## src/rtl/dram_bit_reader.sv

```systemverilog
`default_nettype none
// ============================================================================
//  Module   : dram_bit_reader
//  Purpose  : Reads an IO_WIDTH-bit word out of a 1-bit-wide distributed RAM
//             (asynchronous read), one bit per clock, starting at a base
//             address. Bits are assembled LSB-first and the word is handed
//             over with a valid/ready handshake.
//  Ports    : clk      - clock, all state updates on the rising edge
//             rst_n    - synchronous active-low reset
//             start    - read request, sampled only while idle
//             section  - section select (RAM A6), latched on accepted start
//             base     - start address, latched on accepted start
//             ram_out  - RAM O pin, combinational function of {sel, addr}
//             addr     - RAM address A[ADDR_WIDTH-1:0]
//             sel      - RAM section bit (A6)
//             busy     - high while reading or holding a word
//             valid    - assembled word available on data
//             ready    - consumer accepts the word when valid && ready
//             data     - assembled word, data[i] = RAM[{sel, base+i}]
//  Revision : 1.0  initial release
// ============================================================================
module dram_bit_reader #(
    parameter int IO_WIDTH   = 16,
    parameter int ADDR_WIDTH = 6
) (
    input  logic                  clk,
    input  logic                  rst_n,
    input  logic                  start,
    input  logic                  section,
    input  logic [ADDR_WIDTH-1:0] base,
    input  logic                  ram_out,
    output logic [ADDR_WIDTH-1:0] addr,
    output logic                  sel,
    output logic                  busy,
    output logic                  valid,
    input  logic                  ready,
    output logic [IO_WIDTH-1:0]   data
);

    // Bit counter must hold 0..IO_WIDTH-1; keep at least one bit for IO_WIDTH=1.
    localparam int C_CNT_W = (IO_WIDTH > 1) ? $clog2(IO_WIDTH) : 1;
    localparam logic [C_CNT_W-1:0] C_LAST = C_CNT_W'(IO_WIDTH - 1);

    typedef enum logic [1:0] {
        IDLE = 2'd0,
        READ = 2'd1,
        HOLD = 2'd2
    } state_t;

    state_t                state_q, state_d;
    logic [ADDR_WIDTH-1:0] addr_q,  addr_d;
    logic                  sel_q,   sel_d;
    logic [C_CNT_W-1:0]    cnt_q,   cnt_d;
    logic [IO_WIDTH-1:0]   data_q,  data_d;
    logic                  busy_q,  busy_d;
    logic                  valid_q, valid_d;

    always_comb begin
        state_d = state_q;
        addr_d  = addr_q;
        sel_d   = sel_q;
        cnt_d   = cnt_q;
        data_d  = data_q;
        busy_d  = busy_q;
        valid_d = valid_q;

        case (state_q)
            IDLE: begin
                busy_d  = 1'b0;
                valid_d = 1'b0;
                if (start) begin
                    addr_d  = base;
                    sel_d   = section;
                    cnt_d   = '0;
                    busy_d  = 1'b1;
                    state_d = READ;
                end
            end

            READ: begin
                // The RAM read is asynchronous, so ram_out already reflects
                // the address presented during this cycle.
                data_d[cnt_q] = ram_out;
                // Address wraps within the latched section; sel is untouched.
                addr_d = addr_q + ADDR_WIDTH'(1);
                if (cnt_q == C_LAST) begin
                    cnt_d   = '0;
                    valid_d = 1'b1;
                    state_d = HOLD;
                end else begin
                    cnt_d = cnt_q + C_CNT_W'(1);
                end
            end

            HOLD: begin
                // data and valid stay frozen until the consumer takes the word.
                if (ready) begin
                    valid_d = 1'b0;
                    busy_d  = 1'b0;
                    state_d = IDLE;
                end
            end

            default: begin
                busy_d  = 1'b0;
                valid_d = 1'b0;
                state_d = IDLE;
            end
        endcase
    end

    always_ff @(posedge clk) begin
        if (!rst_n) begin
            state_q <= IDLE;
            addr_q  <= '0;
            sel_q   <= 1'b0;
            cnt_q   <= '0;
            data_q  <= '0;
            busy_q  <= 1'b0;
            valid_q <= 1'b0;
        end else begin
            state_q <= state_d;
            addr_q  <= addr_d;
            sel_q   <= sel_d;
            cnt_q   <= cnt_d;
            data_q  <= data_d;
            busy_q  <= busy_d;
            valid_q <= valid_d;
        end
    end

    assign addr  = addr_q;
    assign sel   = sel_q;
    assign busy  = busy_q;
    assign valid = valid_q;
    assign data  = data_q;

endmodule
`default_nettype wire

```

## config.mk

```make
export PLATFORM = sky130hd
export DESIGN_NAME = dram_bit_reader
export DESIGN_NICKNAME = d
export VERILOG_FILES = /design/src/rtl/dram_bit_reader.sv
export SDC_FILE = /design/constraint.sdc
export NUM_CORES = 1
export LEC_CHECK = 0
export BUFFER_PORTS_ARGS = -buffer_cell sky130_fd_sc_hd__buf_2
export CAP_MARGIN = 40
export CELL_PAD_IN_SITES_DETAIL_PLACEMENT = 1
export CELL_PAD_IN_SITES_GLOBAL_PLACEMENT = 2
export CORE_MARGIN = 3
export CORE_UTILIZATION = 30
export CTS_CLUSTER_SIZE = 30
export DETAILED_ROUTE_END_ITERATION = 8
export HOLD_SLACK_MARGIN = 0.06
export PLACE_DENSITY_LB_ADDON = 0.1
export RECOVER_POWER = 100
export SLEW_MARGIN = 25
export SYNTH_ARGS = -nofsm -noshare
export SYNTH_HDL_FRONTEND = slang
export SYNTH_SLANG_ARGS = --single-unit
```

## constraint.sdc

```tcl
create_clock -name clk -period 1.8 [get_ports clk]
set_clock_uncertainty 0.2 [all_clocks]
set_input_delay 0.27 -clock clk [delete_from_list [all_inputs] [get_ports clk]]
set_output_delay 0.27 -clock clk [all_outputs]
set_load 0.01 [all_outputs]
```

# ---- After elaboration in Yosys (flattened, before gate mapping)
# Cells that the tools add are included.
dict set report word_totals {
  reg_bits 31
  input_bits 12
  elab_cells 43
}
dict set report op_classes {
  reduce_logical 8
  mux 17
  eq_ne 6
  bitwise 1
  order_cmp 2
  n_addsub 2
}
# op n
set op_table {}
lappend op_table {{$bwmux 16} 1}
lappend op_table {{$pmux 6 s2} 1}
lappend op_table {{$mux 4} 2}
lappend op_table {{$pmux 4 s2} 1}
lappend op_table {{$reduce_and 2->1} 4}
lappend op_table {{$add 6x1->6 const B} 1}
lappend op_table {{$mux 2} 3}
lappend op_table {{$mux 6} 1}
lappend op_table {{$ne 2x2->1 const B} 3}
lappend op_table {{$pmux 2 s3} 1}
lappend op_table {{$lt 4x5->1 const B} 1}
lappend op_table {{$add 4x1->4 const B} 1}
lappend op_table {{$demux 1 s4} 1}
lappend op_table {{$eq 4x4->1 const B} 1}
lappend op_table {{$ge 4x1->1 const B} 1}
lappend op_table {{$mux 1} 4}
lappend op_table {{$pmux 1 s3} 1}
lappend op_table {{$reduce_and 3->1} 1}
lappend op_table {{$eq 2x1->1 const B} 1}
lappend op_table {{$eq 2x2->1 const B} 1}
lappend op_table {{$logic_not 2->1} 1}
lappend op_table {{$pmux 1 s2} 1}
lappend op_table {{$reduce_bool 2->1} 1}
lappend op_table {{$logic_and 1x1->1} 1}
lappend op_table {{$not 1->1} 1}

# ---- Depth between registers and ports, before layout
dict set report logic_depth {
  word_depth 5
  ltp_mapped 5
}

# ---- Least setup slack after synthesis
# Ideal clock, no wire load.
dict set report synth_timing {
  path_type {flip-flop to flip-flop}
  start {register state_q[0]}
  end {register addr_q[3], in the netlist addr[3]}
  required_ps 1468
  n_path_buf 1
  arrival_ps 1107
  period_less_slack_ps 1439
  slack_ps 361
  path_stages_with_launch 5
  path_cell_list {dfxtp_1 -> buf_4 -> or3b_2 -> o211ai_1 -> a31oi_1}
}
dict set report synth_between {
  elab_chain_cells 3
}
# element line_no
set synth_lines {}
lappend synth_lines {{from (decl)} 50} ;# state_t state_q, state_d;
lappend synth_lines {{from (signal assigned)} 122} ;# state_q <= state_d;
lappend synth_lines {{$eq 2x1->1 or $logic_not 2->1 (tied branches)} 67} ;# case (state_q)
lappend synth_lines {{$reduce_bool 2->1 (no source line) or $ne 2x2->1 (tied branches)} -}
lappend synth_lines {{$reduce_and 2->1 (no source line)} -}
lappend synth_lines {{to (signal assigned)} 123} ;# addr_q <= addr_d;
lappend synth_lines {{to (decl)} 51} ;# logic [ADDR_WIDTH-1:0] addr_q, addr_d;
# Parallel ways exist; a longest one is shown, timed or not.
# A chain may end at the register's enable or synchronous reset.

# ---- Worst setup path in the final report
dict set report layout_timing {
  start {register state_q[0]}
  end {register addr_q[5], in the netlist addr[5]}
}
# The elaborated chain is that of the path after synthesis.

==> flow_metrics.env <==
export IMPL_synth_compound_area_share_pct=23.6
export IMPL_yosysSeqAreaShare_pct=41.1
export IMPL_rsz0062_at_grt="false"
export IMPL_core_sq_um=4790
export IMPL_p_leak_nw=0.644
export IMPL_gr_total_overflow=0
export IMPL_seqPwrFrac_pct=48.6
export IMPL_final_util_pct=38.7
export IMPL_antenna_found_initial=0
export IMPL_synth_simple_gate_area_share_pct=25.3
export IMPL_fin_crit_ns=1.68
export IMPL_cts_tree="yes"
export IMPL_yosys_area_top_type="dfxtp_1"
export IMPL_dr_total_vias=1473
export IMPL_hold_path_class="in -> reg"
export IMPL_setup_tns_ns=0
export IMPL_path_clk_slew_ns=0.06
export IMPL_p_clk_share_pct=40.4
export IMPL_num_rows=25
export IMPL_power_internal_mw=1.12
export IMPL_grt_pass1_wl_mm=7.65
export IMPL_ys_ff_latch=31
export IMPL_ioPinCount=37
export IMPL_synth_cells=180
export IMPL_grt_max_degree=30
export IMPL_dp_hpwl_mm=3.26
export IMPL_synthTopCellsByCount="dfxtp_1 (31), a21oi_1 (24), o21ai_0 (22)"
export IMPL_synth_xor_area_share_pct=0
export IMPL_dr_pass1_iters=5
export IMPL_path_max_fanout=9
export IMPL_fp_dieW_um=76.9
export IMPL_portBuffers=36
export IMPL_initial_core_util_pct=31.5
export IMPL_drc=0
export IMPL_htree_num_levels=2
export IMPL_finalCritPeriodShare_pct=93.4
export IMPL_cts_sinks=31
export IMPL_ant_nets=0
export IMPL_nNetsFinal=236
export IMPL_root_buffer="clkbuf_8"
export IMPL_syn_num_nets=197
export IMPL_first_iter_violations=60
export IMPL_maxSlewHeadroom_pct=71.6
export IMPL_worstSetupPathType="reg -> reg"
export IMPL_slew_violations=0
export IMPL_start_kind="flop"
export IMPL_numCtsBuffers=5
export IMPL_cts_setup_buffers=0
export IMPL_synth_top_family_by_area="simple AND/OR/NAND/NOR gates"
export IMPL_fmax_ghz=0.595
export IMPL_fp_dieArea_sq_um=5920
export IMPL_syn2layout_area_growth_pct=22.8
export IMPL_drv_cap=0
export IMPL_crit_arrival_ns=1.69
export IMPL_p_total_mw=1.50
export IMPL_p_sw_uw=379
export IMPL_place_area_sq_um=1770
export IMPL_synth_avg_cell_area_sq_um=8.38
export IMPL_muxShareOfSynthArea_pct=0
export IMPL_ir_drop_mv=0.299
export IMPL_wl_per_cell_um=15.8
export IMPL_routed_via_density=5.13
export IMPL_fill_cells=602
export IMPL_pwr_share_comb_pct=11.0
export IMPL_diodes=0
export IMPL_cp_required_ns=1.81
export IMPL_grt_usage_pct=15.9
export IMPL_tightest_slew_ns=0.425
export IMPL_synth_edf_count=0
export IMPL_setup_viol=0
export IMPL_synth_ff_type="dfxtp_1"
export IMPL_clock_tree_buffer_depth=2
export IMPL_synth_fa_ha_area_share_pct=4.15
export IMPL_yosys_warnings=0
export IMPL_finalHoldViolations=0
export IMPL_status="complete, no violations"
export IMPL_synth_async_reset_ratio_pct=0
export IMPL_power_density_nw_per_um2=809
export IMPL_crit_path_end_kind="flop"
export IMPL_yosysUniqueCellTypes=39
export IMPL_drive_gt1_share_pct=14.1
export IMPL_synth_area_leaders="dfxtp_1 (41%), a21oi_1 (8.0%), o21ai_0 (7.3%), nand4_1 (6.6%), ha_1 (4.1%)"
export IMPL_p_sw_share_pct=25.3
export IMPL_netlist_area_sq_um=1510
export IMPL_gp_congestion=0.755
export IMPL_final_cell_area_sq_um=1850
export IMPL_wl_mm=4.54
export IMPL_netlist_area_leader_share_pct=41.1
export IMPL_worstSkewPairLatency_ns=0.28
export IMPL_die_y_um=76.9
export IMPL_grt_pass1_vias=1512
export IMPL_yosysMostFrequentCell="dfxtp_1"
[critical path: stages, from the launching register on]
cell	delay, ns
dfxtp_1	0.50
nand2b_1	0.22
or4_1	0.53
a31oi_1	0.16
[cells by family after synthesis]
kind of cell,count (synthesis)
buf+inv,19
simple gates,63
fa+ha+maj,5
compound gates,62
flops,31
[metrics by stage]
step,cells,worst slack (ns),hold WS (ns)
after floorplan,180,0.361,0.206
after global placement,277,0.192,0.243
after detailed placement,277,0.190,0.252
after CTS,287,0.173,0.0714
after global routing,287,0.0291,0.0687
final,287,0.118,0.0735
[cell usage in the layout, fill, tap and decap left out, drive strengths merged, types with 2 or more instances in the layout]
cell / count
nand3b: 4
buf: 17
dfxtp: 31
o21ai: 22
clkbuf: 34
dlygate4sd3: 2
nor2b: 3
or3b: 2
ha: 5
o211ai: 2
nor3b: 2
nor2: 4
nand4: 16
a31oi: 3
inv: 6
a211oi: 2
or3: 2
a21oi: 24
nand3: 5
nand2b: 4
nand2: 13
[layer usage]
metal / global-route usage (%) / part of all wire, % / vias to the layer above
met5: 0 / 0 / -
met4: 4.35 / 0.88 / 0
met3: 4.23 / 3.2 / 4
met2: 24.8 / 45 / 24
met1: 21.6 / 50 / 704
li1: - / - / 741
[sequential cells by signal, indices dropped and copies added, names as in the netlist]
signal	cells
addr	6
sel	1
busy	1
state_q	2
data	16
cnt_q	4
valid	1
[layout make-up]
cell class / instances / area [sq um] / share of cell area [%]
multi-input combinational: 130 / 796 / 42.9
timing repair buffer: 45 / 230 / 12.4
clock buffer: 8 / 100 / 5.40
tap: 67 / 83.8 / 4.52
inverter: 6 / 22.5 / 1.22
sequential: 31 / 621 / 33.5
[what timing repair did]
item,CTS,global route
setup endpoints to repair,0,1
resized for setup,0,1
hold endpoints to repair,2,0
hold buffers,2,0
[power groups by stage]
stage               clock network, mW  logic (mW)  registers [mW]
detailed placement                  0       0.167           0.745
floorplan                           0      0.0955           0.746
global route                    0.660       0.185           0.734
finish                          0.605       0.165           0.729
global placement                    0       0.164           0.743
CTS                             0.623       0.172           0.730
[path summary, 6_finish.rpt]
path	from	end	slack (ns)	depth (start not counted)
min	rst_n	addr[4]	0.07	3
min reg2reg	sel	sel	0.27	2
max	state_q[0]	addr[5]	0.12	3
max reg2reg	state_q[0]	addr[5]	0.12	3
Power figures use the tool's default switching activity.
